<file path="config.mk">
export PLATFORM = sky130hd
export DESIGN_NAME = corral_display
export DESIGN_NICKNAME = d
export VERILOG_FILES = /design/src/rtl/corral_pkg.sv /design/src/rtl/corral_display_seg7_hex.sv /design/src/rtl/corral_display.sv
export SDC_FILE = /design/constraint.sdc
export NUM_CORES = 1
export LEC_CHECK = 0
export CELL_PAD_IN_SITES_DETAIL_PLACEMENT = 1
export CELL_PAD_IN_SITES_GLOBAL_PLACEMENT = 1
export CORE_UTILIZATION = 30
export DETAILED_ROUTE_END_ITERATION = 6
export PLACE_DENSITY = 0.69
export SLEW_MARGIN = 10
export SYNTH_ARGS = -nofsm -noshare
export SYNTH_HDL_FRONTEND = slang
export SYNTH_HIERARCHICAL = 1
export SYNTH_SLANG_ARGS = --single-unit
</file>
<file path="constraint.sdc">
create_clock -name clock -period 3.1 [get_ports clock]
set_clock_uncertainty 0.05 [all_clocks]
set_input_delay 0.62 -clock clock [delete_from_list [all_inputs] [get_ports clock]]
set_output_delay 0.62 -clock clock [all_outputs]
set_load 0.02 [all_outputs]
</file>
<file path="src/rtl/corral_pkg.sv">
// Shared types and glyph constants for the Corral display path.
package corral_pkg;

   typedef enum logic [1:0] {
      SHOW_COWBOY,
      SHOW_HORSE,
      GAP,
      RESULT
   } disp_phase_t;

   localparam logic [6:0] GLYPH_WON   = 7'h39;
   localparam logic [6:0] GLYPH_LOST  = 7'h38;
   localparam logic [6:0] GLYPH_BLANK = 7'h00;

endpackage

</file>
<file path="src/rtl/corral_display_seg7_hex.sv">
// Combinational hex digit to 7-segment glyph decoder, bit order {g,f,e,d,c,b,a}.
module seg7_hex (
   input  logic [3:0] hex_i,
   output logic [6:0] seg_o
);

   // Map each nibble value to its lit segments.
   always_comb begin
      seg_o = 7'h00;
      unique case (hex_i)
         4'h0: seg_o = 7'h3F;
         4'h1: seg_o = 7'h06;
         4'h2: seg_o = 7'h5B;
         4'h3: seg_o = 7'h4F;
         4'h4: seg_o = 7'h66;
         4'h5: seg_o = 7'h6D;
         4'h6: seg_o = 7'h7D;
         4'h7: seg_o = 7'h07;
         4'h8: seg_o = 7'h7F;
         4'h9: seg_o = 7'h6F;
         4'hA: seg_o = 7'h77;
         4'hB: seg_o = 7'h7C;
         4'hC: seg_o = 7'h39;
         4'hD: seg_o = 7'h5E;
         4'hE: seg_o = 7'h79;
         4'hF: seg_o = 7'h71;
         default: seg_o = 7'h00;
      endcase
   end

endmodule

</file>
<file path="src/rtl/corral_display.sv">
// Corral display stage: multiplexes cowboy / horse / gap phases on one
// 7-segment digit during play and blinks a result glyph after game over.
module corral_display
   import corral_pkg::*;
#(
   parameter int unsigned DWELL_CYCLES = 1000
) (
   input  logic       clock,
   input  logic       reset,
   input  logic [3:0] cowboyPos,
   input  logic [3:0] horsePos,
   input  logic       gameover,
   input  logic       lostwon,
   input  logic       ready,
   output logic [6:0] segments,
   output logic       dp
);

   localparam int unsigned   CNT_W    = (DWELL_CYCLES > 1) ? $clog2(DWELL_CYCLES) : 1;
   localparam logic [CNT_W-1:0] CNT_LAST = CNT_W'(DWELL_CYCLES - 1);

   disp_phase_t      state_q, state_d;
   logic [CNT_W-1:0] cnt_q, cnt_d;
   logic             blink_q, blink_d;
   logic [3:0]       cow_q, cow_d;
   logic [3:0]       horse_q, horse_d;
   logic             rdy_q, rdy_d;
   logic             lw_q, lw_d;
   logic [6:0]       seg_q, seg_d;
   logic             dp_q, dp_d;

   logic             terminal;
   logic [3:0]       hex_sel;
   logic [6:0]       hex_glyph;

   assign terminal = (cnt_q == CNT_LAST);
   assign segments = seg_q;
   assign dp       = dp_q;

   // The output registers are decoded from next-state values so that the
   // displayed glyph changes on the same edge as the phase it belongs to.
   assign hex_sel = (state_d == SHOW_HORSE) ? horse_d : cow_d;

   seg7_hex u_hex (
      .hex_i (hex_sel),
      .seg_o (hex_glyph)
   );

   // Next-state logic: result entry/exit first, then dwell-terminal advance.
   always_comb begin
      state_d = state_q;
      cnt_d   = cnt_q + CNT_W'(1);
      blink_d = blink_q;
      cow_d   = cow_q;
      horse_d = horse_q;
      rdy_d   = rdy_q;
      lw_d    = lw_q;

      if (state_q != RESULT && gameover) begin
         state_d = RESULT;
         cnt_d   = '0;
         blink_d = 1'b1;
         lw_d    = lostwon;
      end else if (state_q == RESULT && !gameover) begin
         state_d = SHOW_COWBOY;
         cnt_d   = '0;
         cow_d   = cowboyPos;
      end else if (terminal) begin
         cnt_d = '0;
         unique case (state_q)
            SHOW_COWBOY: begin
               state_d = SHOW_HORSE;
               horse_d = horsePos;
            end
            SHOW_HORSE: begin
               state_d = GAP;
               rdy_d   = ready;
            end
            GAP: begin
               state_d = SHOW_COWBOY;
               cow_d   = cowboyPos;
            end
            RESULT: begin
               blink_d = ~blink_q;
            end
            default: state_d = GAP;
         endcase
      end
   end

   // Output decode for the phase being entered or held.
   always_comb begin
      seg_d = GLYPH_BLANK;
      dp_d  = 1'b0;
      unique case (state_d)
         SHOW_COWBOY: begin
            seg_d = hex_glyph;
            dp_d  = 1'b0;
         end
         SHOW_HORSE: begin
            seg_d = hex_glyph;
            dp_d  = 1'b1;
         end
         GAP: begin
            seg_d = GLYPH_BLANK;
            dp_d  = rdy_d;
         end
         RESULT: begin
            seg_d = blink_d ? (lw_d ? GLYPH_WON : GLYPH_LOST) : GLYPH_BLANK;
            dp_d  = 1'b0;
         end
         default: begin
            seg_d = GLYPH_BLANK;
            dp_d  = 1'b0;
         end
      endcase
   end

   // State, latches and output registers; reset parks in GAP on its terminal
   // count so the first released edge enters SHOW_COWBOY.
   always_ff @(posedge clock) begin
      if (reset) begin
         state_q <= GAP;
         cnt_q   <= CNT_LAST;
         blink_q <= 1'b0;
         cow_q   <= '0;
         horse_q <= '0;
         rdy_q   <= 1'b0;
         lw_q    <= 1'b0;
         seg_q   <= GLYPH_BLANK;
         dp_q    <= 1'b0;
      end else begin
         state_q <= state_d;
         cnt_q   <= cnt_d;
         blink_q <= blink_d;
         cow_q   <= cow_d;
         horse_q <= horse_d;
         rdy_q   <= rdy_d;
         lw_q    <= lw_d;
         seg_q   <= seg_d;
         dp_q    <= dp_d;
      end
   end

endmodule

</file>
==> impl_metrics.tcl <==
set metrics [dict create \
    fin_hold_ws_ps 432.3 \
    setup_viol 0 \
    grt_pass1_wl_um 8783 \
    synth_flop_cell "dfxtp_1" \
    clock_latency_ps 280 \
    yosysWarnings 6 \
    synthCells 205 \
    tightest_slew_ps 504.0 \
    final_common_cell "buf_4" \
    antenna_found_initial 0 \
    crit_fanout 4 \
    drt_iter0_drc 47 \
    fmax_mhz 326.2 \
    path_clk_slew_ps 70 \
    final_cells 354 \
    via_per_inst 5.042 \
    dp_hpwl_um 3804 \
    period_share_pct 98.89 \
    fin_area_sq_um 2841 \
    hold_class "reg2reg" \
    ys_seq_area_share_pct 33.02 \
    synth_cell_types 51 \
    wl_per_cell_um 16.13 \
    synth_edf_count 0 \
    grt_setup_unrepaired "yes" \
    cp-start-kind "flip-flop" \
    yosys_register_bits 31 \
    initial_core_util_pct 31.37 \
    maxCapViolCount 0 \
    die_x_um 81.15 \
    diodes 0 \
    cts_buffers 5 \
    tritoncts "yes" \
    core_sq_um 5991 \
    vias 1785 \
    cts.hold.buffers_added 0 \
    die_area_sq_um 6585 \
    relSlewSlack_pct 66.28 \
    netlist_area_sq_um 1879 \
    grt_pass1_vias 1797 \
    cts_sinks 31 \
    dr.pass1.iters 4 \
    seqCellArea_sq_um 631.9 \
    syn_to_final_growth_pct 51.20 \
    arrival_ps 3180 \
    path_class "reg2reg" \
    ant_nets 0 \
    async_flop_share_pct 0 \
    fp-row-count 28 \
    drcViolationCount 0 \
    power_leakage_nw 1.138 \
    synth_nets 235 \
    cellPowerDensity_nw_per_um2 479.0 \
    grt_usage_pct 17.84 \
    maxSlewViolCount 0 \
    nNetsFinal 308 \
    final_cell_mix "50 x buf_4, 26 x dfxtp_1, 19 x clkdlybuf4s50_1, 12 x nor2_1, 11 x nand2_1" \
    clock-root-buffer "clkbuf_8" \
    clk_path_buf_depth 2 \
    multi_input_area_sq_um 1349 \
    gp_congestion 0.7952 \
    ir_drop_v 0.0001936 \
    placed_area_sq_um 2481 \
    grt_max_degree 16 \
    cp-end-kind "flip-flop" \
    avgSynthCellArea_sq_um 9.167 \
    n_fill_cell 664 \
    drive_gt1_share_pct 41.22 \
    die_h_um 81.15 \
    outcome "finished clean" \
    routed_wl_um 5709 \
    dp_cells 333 \
    final_hold_viol_count 0 \
    setup_tns_ps 0 \
    fin_crit_ps 3066 \
    grt_overflow_total 0 \
    p_total_mw 1.361 \
    io_buffers 20 \
    io-pin-count 21 \
    required_ps 3220 \
    h-tree-depth 2 \
]
[repair_timing]
action                                  in CTS  in global routing
gates cloned                                 1                  1
endpoints found under the setup margin       7                  7
setup buffers                                5                  6
resized for setup                           17                 31
pin swaps                                    6                 16
[report_power, final]
part           total (mW)  leakage [nW]  switching [mW]  internal, mW
clock               0.360        0.0515           0.158         0.203
sequential          0.458         0.257          0.0218         0.436
combinational       0.543         0.830           0.271         0.272
[kinds of logic (layout without fill, tap and decap cells)]
| group | Yosys count | after routing | synth area share, % |
|---|---|---|---|
| AO/OA/AOI/OAI | 48 | 48 | 17.38 |
| flip-flops | 31 | 31 | 33.02 |
| adder cells (fa/ha/maj) | 17 | 17 | 11.32 |
| multiplexers | 13 | 13 | 7.990 |
| AND/OR/NAND/NOR | 67 | 67 | 21.51 |
| buffers and inverters | 21 | 95 | 5.059 |
| XOR/XNOR | 8 | 8 | 3.729 |
[final timing paths]
check	from	endpoint	slack, ps	depth (start not counted)
setup / recovery	cnt_q[3]	segments[3]	30	12
hold / removal	cnt_q[0]	cnt_q[0]	430	1
setup reg to reg	cnt_q[3]	segments[3]	30	12
hold reg to reg	cnt_q[0]	cnt_q[0]	430	1
[synthesized netlist by cell type (all sizes together) (4+ instances only)]
cell type / n / area, sq um
dfxtp: 31 / 620.6
ha: 17 / 212.7
a21oi: 15 / 75.07
nand2: 13 / 48.80
nor2: 12 / 45.04
inv: 11 / 41.29
mux2i: 9 / 90.09
o21bai: 8 / 60.06
o21ai: 7 / 35.03
xor2: 7 / 61.31
clkbuf: 6 / 22.52
nor2b: 5 / 31.28
nor3b: 5 / 37.54
a22oi: 4 / 30.03
buf: 4 / 31.27
nand4: 4 / 25.02
[sequential cells by signal (all words and copies together), names as in the netlist]
name / flops
cnt_q: 10
segments: 7
cow_q: 4
horse_q: 4
state_q: 2
blink_q: 1
dp: 1
lw_q: 1
rdy_q: 1
[critical path, stage by stage, from the launching register on]
cell	delay, ps
dfxtp_2	320
or3b_4	410
nor3_4	230
mux2i_1	270
o21a_1	200
ha_4	170
a21oi_2	40
a22oi_2	290
inv_2	130
ha_4	260
mux4_2	470
nand2_2	80
a21oi_2	50
[layer usage]
metal,global-route usage (%),vias up,share of wire (%)
met5,0,-,0
met4,5.893,0,1.8
met3,3.146,8,2.8
met2,29.16,26,48
met1,23.60,870,47
li1,-,881,-
[through the flow]
stage | util [%] | setup slack [ps]
after floorplan | - | 10.85
after global placement | 41.42 | -511.2
after detailed placement | 41.42 | -617.2
after CTS | 44.78 | 5.734
after global routing | 47.43 | -106.1
final | 47.43 | 34.45
[layout make-up]
class / count / share of cell area [%]
Tap cell: 75 / 3.303
Sequential cell: 31 / 22.24
Timing Repair Buffer: 76 / 22.02
Inverter: 11 / 1.453
Multi-Input combinational cell: 153 / 47.47
Clock buffer: 8 / 3.523
(Power assumes the default switching activity.)
